==> src/rtl/reset_sequencer.sv <==
// rtl/reset_sequencer.sv - filtered, cause-recording, ordered multi-stage reset release
// Filters the button and clock-lock inputs, then releases each reset stage in turn with a fixed gap.
module reset_sequencer #(
    parameter int NUM_STAGES  = 3,
    parameter int FILTER_BITS = 22,
    parameter int STAGE_GAP   = 16,
    parameter int SYNC_STAGES = 2
) (
    input  logic                  clk,
    input  logic                  rstn,
    input  logic                  btnRst,
    input  logic                  mmcmLocked,
    input  logic                  swRstReq,
    output logic [NUM_STAGES-1:0] rstOut,
    output logic                  rstDone,
    output logic [3:0]            rstCause
);

    localparam int SIDX_W = $clog2(NUM_STAGES + 1);
    localparam int GAP_W  = (STAGE_GAP > 1) ? $clog2(STAGE_GAP) : 1;

    typedef enum logic [1:0] {
        S_HOLD    = 2'd0,
        S_FILTER  = 2'd1,
        S_RELEASE = 2'd2,
        S_RUN     = 2'd3
    } state_t;

    state_t                   r_state;
    state_t                   w_state_next;
    logic [SYNC_STAGES-1:0]   r_btn_sync;
    logic [SYNC_STAGES-1:0]   r_lock_sync;
    logic [SYNC_STAGES-1:0]   r_settle;
    logic [FILTER_BITS-1:0]   r_filt_cnt;
    logic [FILTER_BITS-1:0]   w_filt_next;
    logic [GAP_W-1:0]         r_gap_cnt;
    logic [GAP_W-1:0]         w_gap_next;
    logic [SIDX_W-1:0]        r_stage_idx;
    logic [SIDX_W-1:0]        w_stage_next;
    logic [NUM_STAGES-1:0]    r_rst_out;
    logic [NUM_STAGES-1:0]    w_rst_next;
    logic                     r_done;
    logic                     w_done_next;
    logic [3:0]               r_cause;
    logic [3:0]               w_cause_next;

    logic                     w_btn_s;
    logic                     w_lock_s;
    logic                     w_settled;
    logic                     w_event;
    logic [3:0]               w_ev_bits;
    logic                     w_filt_done;
    logic                     w_gap_done;
    logic                     w_last_stage;

    assign w_btn_s   = r_btn_sync[SYNC_STAGES-1];
    assign w_lock_s  = r_lock_sync[SYNC_STAGES-1];
    assign w_settled = r_settle[SYNC_STAGES-1];
    assign w_event   = w_btn_s | ~w_lock_s | swRstReq;

    // Until the synchronizers have flushed their reset values, btn/lock still hold
    // the sequencer in HOLD but are not blamed as the cause of the reset.
    assign w_ev_bits = {swRstReq, ~w_lock_s & w_settled, w_btn_s & w_settled, 1'b0};

    assign w_filt_done  = &r_filt_cnt;
    assign w_gap_done   = (r_gap_cnt == GAP_W'(STAGE_GAP - 1));
    assign w_last_stage = (r_stage_idx == SIDX_W'(NUM_STAGES - 1));

    always_ff @(posedge clk or negedge rstn) begin
        if (!rstn) begin
            r_state     <= S_HOLD;
            r_btn_sync  <= '1;
            r_lock_sync <= '0;
            r_settle    <= '0;
            r_filt_cnt  <= '0;
            r_gap_cnt   <= '0;
            r_stage_idx <= '0;
            r_rst_out   <= '1;
            r_done      <= 1'b0;
            r_cause     <= 4'b0001;
        end else begin
            r_state     <= w_state_next;
            r_btn_sync  <= {r_btn_sync[SYNC_STAGES-2:0], btnRst};
            r_lock_sync <= {r_lock_sync[SYNC_STAGES-2:0], mmcmLocked};
            r_settle    <= {r_settle[SYNC_STAGES-2:0], 1'b1};
            r_filt_cnt  <= w_filt_next;
            r_gap_cnt   <= w_gap_next;
            r_stage_idx <= w_stage_next;
            r_rst_out   <= w_rst_next;
            r_done      <= w_done_next;
            r_cause     <= w_cause_next;
        end
    end

    always_comb begin
        w_state_next = r_state;
        if (w_event) begin
            w_state_next = S_HOLD;
        end else begin
            case (r_state)
                S_HOLD:    w_state_next = S_FILTER;
                S_FILTER:  if (w_filt_done) w_state_next = (NUM_STAGES == 1) ? S_RUN : S_RELEASE;
                S_RELEASE: if (w_gap_done && w_last_stage) w_state_next = S_RUN;
                default:   w_state_next = r_state;
            endcase
        end
    end

    always_comb begin
        w_filt_next  = r_filt_cnt;
        w_gap_next   = r_gap_cnt;
        w_stage_next = r_stage_idx;
        w_rst_next   = r_rst_out;
        w_done_next  = r_done;
        if (w_event) begin
            w_filt_next  = '0;
            w_gap_next   = '0;
            w_stage_next = '0;
            w_rst_next   = '1;
            w_done_next  = 1'b0;
        end else begin
            case (r_state)
                S_HOLD: begin
                    w_filt_next = '0;
                    w_rst_next  = '1;
                    w_done_next = 1'b0;
                end
                S_FILTER: begin
                    if (w_filt_done) begin
                        w_rst_next[0] = 1'b0;
                        w_gap_next    = '0;
                        w_stage_next  = SIDX_W'(1);
                        w_done_next   = (NUM_STAGES == 1);
                    end else begin
                        w_filt_next = r_filt_cnt + FILTER_BITS'(1);
                    end
                end
                S_RELEASE: begin
                    // Gap counts up to STAGE_GAP-1; the terminal edge releases the next stage.
                    if (w_gap_done) begin
                        w_rst_next   = r_rst_out & ~(NUM_STAGES'(1) << r_stage_idx);
                        w_gap_next   = '0;
                        w_stage_next = r_stage_idx + SIDX_W'(1);
                        w_done_next  = w_last_stage;
                    end else begin
                        w_gap_next = r_gap_cnt + GAP_W'(1);
                    end
                end
                default: begin
                    w_rst_next = r_rst_out;
                end
            endcase
        end
    end

    always_comb begin
        w_cause_next = r_cause;
        if (r_state == S_HOLD) begin
            w_cause_next = r_cause | w_ev_bits;
        end else if (w_event) begin
            w_cause_next = w_ev_bits;
        end
    end

    assign rstOut   = r_rst_out;
    assign rstDone  = r_done;
    assign rstCause = r_cause;

endmodule
==> config.mk <==
export PLATFORM = sky130hd
export DESIGN_NAME = reset_sequencer
export DESIGN_NICKNAME = d
export VERILOG_FILES = /design/src/rtl/reset_sequencer.sv
export SDC_FILE = /design/constraint.sdc
export NUM_CORES = 1
export LEC_CHECK = 0
export BUFFER_PORTS_ARGS = -buffer_cell sky130_fd_sc_hd__buf_4
export CELL_PAD_IN_SITES_DETAIL_PLACEMENT = 0
export CELL_PAD_IN_SITES_GLOBAL_PLACEMENT = 1
export CORE_ASPECT_RATIO = 0.8
export CORE_MARGIN = 2
export CORE_UTILIZATION = 45
export CTS_BUF_LIST = sky130_fd_sc_hd__clkbuf_4
export DETAILED_ROUTE_END_ITERATION = 16
export PLACE_DENSITY = 0.75
export RECOVER_POWER = 50
export REMOVE_ABC_BUFFERS = 1
export SLEW_MARGIN = 15
export SYNTH_ARGS = -nofsm -noshare
export SYNTH_HDL_FRONTEND = slang
export SYNTH_SLANG_ARGS = --single-unit
export TNS_END_PERCENT = 50
==> constraint.sdc <==
create_clock -name clk -period 2.21 [get_ports clk]
set_input_delay 0.221 -clock clk [delete_from_list [all_inputs] [get_ports clk]]
set_output_delay 0.221 -clock clk [all_outputs]
set_load 0.1 [all_outputs]
==> impl_metrics.yaml, run 1 <==
outcome:
  status: "completed"
sta:
  fmax_ghz: 0.480
  setup_viol: 0
  rsz0062_at_grt: "no"
  skew_ns: 0.00794
  worstMarginPinSlew_ns: 1.12
  period_minus_slack_ns: 2.08
  hold_violations: 0
  worst_slack_ns: 0.125
  relSlewSlack_pct: 25.5
  period_share_pct: 94.3
  finalMaxSlewViolations: 0
  hold_slack_ns: 0.0572
logic_synthesis:
  synthSimpleGateAreaFrac_pct: 22.7
  synth_top_flop_cell: "dfrtp_1"
  synth_cell_types: 59
  yosys.area_share.xor_xnor_pct: 0
  synth-adder-area-share_pct: 4.08
  synth_area_um2: 2450
  synth_seq_area_share_pct: 45.2
  yosysWarnings: 0
  ys_ff_latch: 44
  synth.most_common_cell: "dfrtp_1"
  muxShareOfSynthArea_pct: 1.28
  synth_top_family_by_area: "simple AND/OR/NAND/NOR gates"
  yosysTopAreaCell: "dfrtp_1"
  synth_common_cells: "dfrtp_1, nand2_1, o21ai_0, a21oi_1, nand3_1"
  async_flop_share_pct: 100
  synth_top_area_share_pct: 38.8
  avgSynthCellArea_um2: 9.54
  synth_area_leaders: "dfrtp_1, dfstp_2, ha_1"
  synth_compound_area_share_pct: 22.4
  synth_edf_count: 0
  synthCells: 257
route:
  drc: 0
  vias: 2065
  wl_um: 5810
  wl_per_cell_um: 17.0
  antenna_left: 0
  drt_first_pass_iters: 4
  vias_per_cell: 6.06
  drtIter0Drc: 182
setup_path:
  r2r_slack_ns: 0.13
  r2r-end: "r_filt_cnt[10]$_DFFE_PN0P_"
  path_max_fanout: 9
  critPathCaptureType: "flip-flop"
  rr_worst_depth: 6
  cp.required_ns: 2.47
  r2r_start: "r_filt_cnt[0]$_DFFE_PN0P_"
  critPathLaunchType: "flip-flop"
  critical_path_class: "flip-flop to flip-flop"
  worstPathArrival_ns: 2.35
finish:
  syn2layout_area_growth_pct: 12.4
  fin_nets: 288
  drive_gt1_share_pct: 17.4
  diodes: 0
cts:
  insertion_delay_ns: 0.36
  cts_inserted_buffers: 5
  clk_pin_slew_worst_paths_ns: 0.14
  cts_tree: "yes"
  cts_root_buf: "clkbuf_4"
  cts.sinks: 44
  cts.path.max_buffers: 2
  post_cts_buffers: 0
  htreeDepth: 2
power_and_ir_drop:
  comb_power_share_pct: 9.0
  switching_power_uw: 390
  p_sw_share_pct: 26.2
  seqPwrFrac_pct: 55.6
  p_leak_nw: 1.21
  peakVddDrop_mv: 0.357
  p_int_mw: 1.10
  power_density_nw_per_um2: 540
  clkPwrFrac_pct: 35.3
global_route:
  grt_usage_pct: 20.4
  grt_pass1_wl_um: 9810
  first_global_vias: 1950
  antenna_found_initial: 0
  grt_max_degree: 45
  overflow: 0
floorplan:
  rows: 24
  ios: 13
  die_w_um: 86.5
  initial_utilization_pct: 45.9
  core_area_um2: 5350
  die_area_um2: 6060
  die_h_um: 70.0
run:
  maxCapViolCount: 0
min_path:
  hp-start: "swRstReq"
  hold_depth: 2
  hold_class: "input port to flip-flop"
  hold-path-endpoint: "rstCause[3]$_DFFE_PN0P_"
place:
  pre_cts_ws_ns: 0.189
  portBuffers: 12
  hpwl_um: 3970
  routabilityCongestion: 0.867
==> cells in the final DEF, fill, tap and decap left out, types with 3 or more instances in the layout <==
cell | Yosys | final
dfstp_2 | 6 | 6
nand2_1 | 26 | 26
nor3_1 | 7 | 7
buf_4 | 0 | 15
a31oi_1 | 9 | 9
clkbuf_4 | 0 | 7
dfrtp_1 | 38 | 38
nand4_1 | 6 | 6
nor4_1 | 3 | 3
and3_1 | 6 | 6
a21o_1 | 5 | 5
o21ai_0 | 15 | 15
ha_1 | 8 | 8
a211o_1 | 3 | 3
inv_1 | 10 | 10
or4_1 | 3 | 3
a21oi_1 | 14 | 14
and4_1 | 4 | 4
o211ai_1 | 6 | 6
dlygate4sd3_1 | 0 | 3
a22o_1 | 3 | 3
nand3_1 | 14 | 14
nor2_1 | 12 | 12
==> layer usage <==
metal | track usage, % | routed length [um] | vias up
li1 | - | - | 1008
met1 | 33.3 | 3040 | 1007
met2 | 27.8 | 2460 | 48
met3 | 3.55 | 284 | 2
met4 | 4.86 | 27 | 0
met5 | 0 | 0 | -
==> stage by stage <==
step / setup TNS, ns / instance area [um^2] / power, mW / util, % / instances
5_1_grt: 0 / 2760 / 1.55 / 51.6 / 341
4_1_cts: 0 / 2760 / 1.51 / 51.6 / 341
2_1_floorplan: -0.0195 / 2390 / 0.924 / - / 245
3_3_place_gp: 0 / 2640 / 0.975 / 49.5 / 330
3_5_place_dp: 0 / 2640 / 0.975 / 49.5 / 330
6_report: 0 / 2760 / 1.49 / 51.6 / 341
==> state kept, by name, indices dropped and copies added (netlist names) <==
register / cells
r_stage_idx: 2
rstCause: 4
r_filt_cnt: 22
r_settle: 2
rstOut: 3
r_btn_sync: 2
r_lock_sync: 2
rstDone: 1
r_gap_cnt: 4
r_state: 2
==> power by group through the flow <==
| stage | clock network, mW | registers, mW | logic [mW] |
|---|---|---|---|
| final | 0.526 | 0.828 | 0.134 |
| after detailed placement | 0 | 0.843 | 0.132 |
| after floorplan | 0 | 0.890 | 0.0338 |
| after global routing | 0.579 | 0.830 | 0.145 |
| after global placement | 0 | 0.843 | 0.132 |
| after CTS | 0.546 | 0.828 | 0.137 |
==> cells by family after synthesis <==
logic type,Yosys count
simple gates,100
compound gates,79
mux,3
fa+ha+maj,8
buf+inv,22
flops,44
other cells,1
==> critical path, stage by stage, from the launching register on <==
cell and delay (ns):
dfrtp_1 0.40, ha_1 0.21, and3_1 0.26, nand4_1 0.25, nor2_2 0.39, a2111oi_0 0.17, o2bb2a_1 0.31
==> area by class of cell <==
class | count | area, um^2
fill | 490 | 2590
inverter | 10 | 37.5
clock buffer | 5 | 37.5
tap | 65 | 81.3
clock inverter | 3 | 47.5
timing repair buffer | 23 | 203
sequential | 44 | 1110
multi-input combinational | 191 | 1240
==> worst max path at each step <==
stage | startpoint | to | depth (start not counted)
global route | r_filt_cnt[0]$_DFFE_PN0P_ | r_filt_cnt[18]$_DFFE_PN0P_ | 6
global placement | r_state[1]$_DFFE_PN0P_ | r_filt_cnt[8]$_DFFE_PN0P_ | 6
detailed placement | r_filt_cnt[1]$_DFFE_PN0P_ | r_filt_cnt[10]$_DFFE_PN0P_ | 6
floorplan | r_btn_sync[1]$_DFF_PN1_ | r_filt_cnt[10]$_DFFE_PN0P_ | 4
CTS | r_filt_cnt[0]$_DFFE_PN0P_ | r_filt_cnt[18]$_DFFE_PN0P_ | 6
finish | r_filt_cnt[0]$_DFFE_PN0P_ | r_filt_cnt[10]$_DFFE_PN0P_ | 6
==> what timing repair did <==
| action | CTS | global route |
|---|---|---|
| hold buffers | 3 | 0 |
| resized for setup | 0 | 0 |
| endpoints found under the hold margin | 40 | 0 |
(Power assumes the default switching activity.)
==> run 2: changes to the inputs <==
--- a/config.mk
+++ b/config.mk
@@ -5,15 +5,14 @@
 export SDC_FILE = /design/constraint.sdc
 export NUM_CORES = 1
 export LEC_CHECK = 0
-export BUFFER_PORTS_ARGS = -buffer_cell sky130_fd_sc_hd__buf_4
 export CELL_PAD_IN_SITES_DETAIL_PLACEMENT = 0
 export CELL_PAD_IN_SITES_GLOBAL_PLACEMENT = 1
-export CORE_ASPECT_RATIO = 0.8
 export CORE_MARGIN = 2
 export CORE_UTILIZATION = 45
 export CTS_BUF_LIST = sky130_fd_sc_hd__clkbuf_4
 export DETAILED_ROUTE_END_ITERATION = 16
-export PLACE_DENSITY = 0.75
+export DONT_BUFFER_PORTS = 1
+export PLACE_DENSITY_LB_ADDON = 0.1
 export RECOVER_POWER = 50
 export REMOVE_ABC_BUFFERS = 1
 export SLEW_MARGIN = 15
==> run 2 against run 1 <==
  * Clock power barely moved
  * Hold slack improved by 0.11 ns
  * Cell count rose by 1.2%
  * Global-route usage rose by 1.6 points
  * Non-clock buffer count fell by 1
  * Clock-buffer cell count did not move
==> impl_metrics.yaml, run 2 (synthesized netlist as in run 1, its figures left out) <==
outcome:
  status: "completed"
cts:
  cts_tree: "yes"
  htreeDepth: 2
  cts.sinks: 44
  post_cts_buffers: 0
  clk_pin_slew_worst_paths_ns: 0.15
  cts_root_buf: "clkbuf_4"
  cts.path.max_buffers: 2
  cts_inserted_buffers: 5
  insertion_delay_ns: 0.37
  post_cts_resized: 0
floorplan:
  die_w_um: 77.8
  core_area_um2: 5170
  die_area_um2: 6060
  ios: 13
  die_h_um: 77.8
  rows: 26
  initial_utilization_pct: 47.4
finish:
  largest_register_ffs: 22
  final_common_cell: "dfrtp_1"
  drive_gt1_share_pct: 16.4
  diodes: 0
  fin_nets: 287
  syn2layout_area_growth_pct: 11.7
  nFillCells: 475
  final_util_pct: 53.0
  most-common-layout-cells: "dfrtp_1, nand2_1, buf_4, o21ai_0"
  largest_register: "r_filt_cnt"
power_and_ir_drop:
  switching_power_uw: 394
  clkPwrFrac_pct: 35.4
  peakVddDrop_mv: 0.233
  p_int_mw: 1.09
  comb_power_share_pct: 8.7
  power_density_nw_per_um2: 542
  seqPwrFrac_pct: 56.0
  p_sw_share_pct: 26.6
  p_leak_nw: 1.20
global_route:
  grt_usage_pct: 22.0
  grt_pass1_wl_um: 10400
  overflow: 0
  first_global_vias: 2040
  grt_max_degree: 45
  antenna_found_initial: 0
setup_path:
  path_max_fanout: 7
  r2r-end: "r_filt_cnt[18]$_DFFE_PN0P_"
  rr_worst_depth: 6
  critPathLaunchType: "flip-flop"
  cp_num_buf_inv: 0
  crit_chain: "ha_1 -> and3_1 -> nand4_1 -> o21ai_1 -> nor4b_1 -> a211o_1"
  critical_path_class: "flip-flop to flip-flop"
  critPathMaxStageDelay_ns: 0.57
  worstPathArrival_ns: 2.36
  cpLargestDelayFamily: "compound AO/OA/AOI/OAI gates"
  r2r_start: "r_filt_cnt[0]$_DFFE_PN0P_"
  critPathCaptureType: "flip-flop"
  r2r_slack_ns: 0.12
  cp_slowest_cell: "o21ai_1"
  cp.required_ns: 2.47
route:
  vias: 2063
  drc: 0
  antenna_left: 0
  drtIter0Drc: 141
  wl_um: 6040
  wl_per_cell_um: 17.5
  vias_per_cell: 5.98
  drt_first_pass_iters: 5
place:
  routabilityCongestion: 0.813
  hpwl_um: 4150
  portBuffers: 0
sta:
  tns_ns: 0
  setup_viol: 0
  fmax_ghz: 0.478
  rsz0062_at_grt: "yes"
  finalMaxSlewViolations: 0
  relSlewSlack_pct: 25.7
  period_share_pct: 94.8
  skew_ns: 0.0131
  period_minus_slack_ns: 2.09
  worstMarginPinSlew_ns: 1.11
  hold_violations: 0
min_path:
  hp-start: "swRstReq"
  hold_depth: 3
  hold-path-endpoint: "rstOut[0]$_DFFE_PN1P_"
  hold_class: "input port to flip-flop"
run:
  maxCapViolCount: 0
-- run 2: cell count changes in the layout (fill, tap and decap cells not counted), sizes merged --
cell / change
dlygate4sd3: +1
clkbuf: -2
-- run 2: through the flow --
stage                     cells  power, mW  worst slack [ns]  hold WS (ns)  area [um^2]
after detailed placement    332      0.954             0.129       -0.0735         2620
final                       345       1.49             0.116         0.168         2740
after floorplan             245      0.924           -0.0195       -0.0746         2390
after global placement      332      0.953             0.107       -0.0737         2620
after CTS                   345       1.50            0.0915         0.167         2760
after global routing        345       1.54           -0.0623         0.175         2740
-- run 2: worst max-delay path by stage --
| stage | startpoint | endpoint | cells after the start |
|---|---|---|---|
| after floorplan | r_btn_sync[1]$_DFF_PN1_ | r_filt_cnt[10]$_DFFE_PN0P_ | 4 |
| after global placement | r_filt_cnt[0]$_DFFE_PN0P_ | r_filt_cnt[18]$_DFFE_PN0P_ | 6 |
| after detailed placement | r_filt_cnt[0]$_DFFE_PN0P_ | r_filt_cnt[18]$_DFFE_PN0P_ | 6 |
| after CTS | r_filt_cnt[0]$_DFFE_PN0P_ | r_filt_cnt[18]$_DFFE_PN0P_ | 6 |
| after global routing | r_filt_cnt[1]$_DFFE_PN0P_ | r_filt_cnt[18]$_DFFE_PN0P_ | 6 |
| final | r_filt_cnt[0]$_DFFE_PN0P_ | r_filt_cnt[18]$_DFFE_PN0P_ | 6 |
-- run 2: power groups by stage --
stage	logic, mW	registers [mW]	clock network [mW]
after floorplan	0.0338	0.890	0
after global placement	0.108	0.846	0
after detailed placement	0.107	0.847	0
after CTS	0.136	0.832	0.532
after global routing	0.139	0.834	0.570
final	0.129	0.831	0.525
-- run 2: metal layers --
metal / vias up / GRT usage [%] / wire length, um
li1: 1008 / - / -
met5: - / 0 / 0
met1: 1012 / 28.6 / 2770
met2: 39 / 37.9 / 2960
met3: 4 / 4.19 / 253
met4: 0 / 4.82 / 54
-- run 2: final cells by class --
cell class,count,area (um^2),area share (%)
multi-input cells,191,1240,45.3
clock inverters,3,42.5,1.55
clock buffers,5,37.5,1.37
repair buffers,22,185,6.76
well taps,70,87.6,3.20
flip-flops and latches,44,1110,40.5
inverters,10,37.5,1.37
-- run 2: what timing repair did --
action	in CTS	in global routing
endpoints found under the hold margin	47	0
hold buffers	5	0
endpoints found under the setup margin	0	4
-- run 2: worst reg2reg max path, stage by stage (launching register included) --
cell     delay (ns)
dfrtp_1        0.39
ha_1           0.18
and3_1         0.25
nand4_1        0.26
o21ai_1        0.57
nor4b_1        0.10
a211o_1        0.24
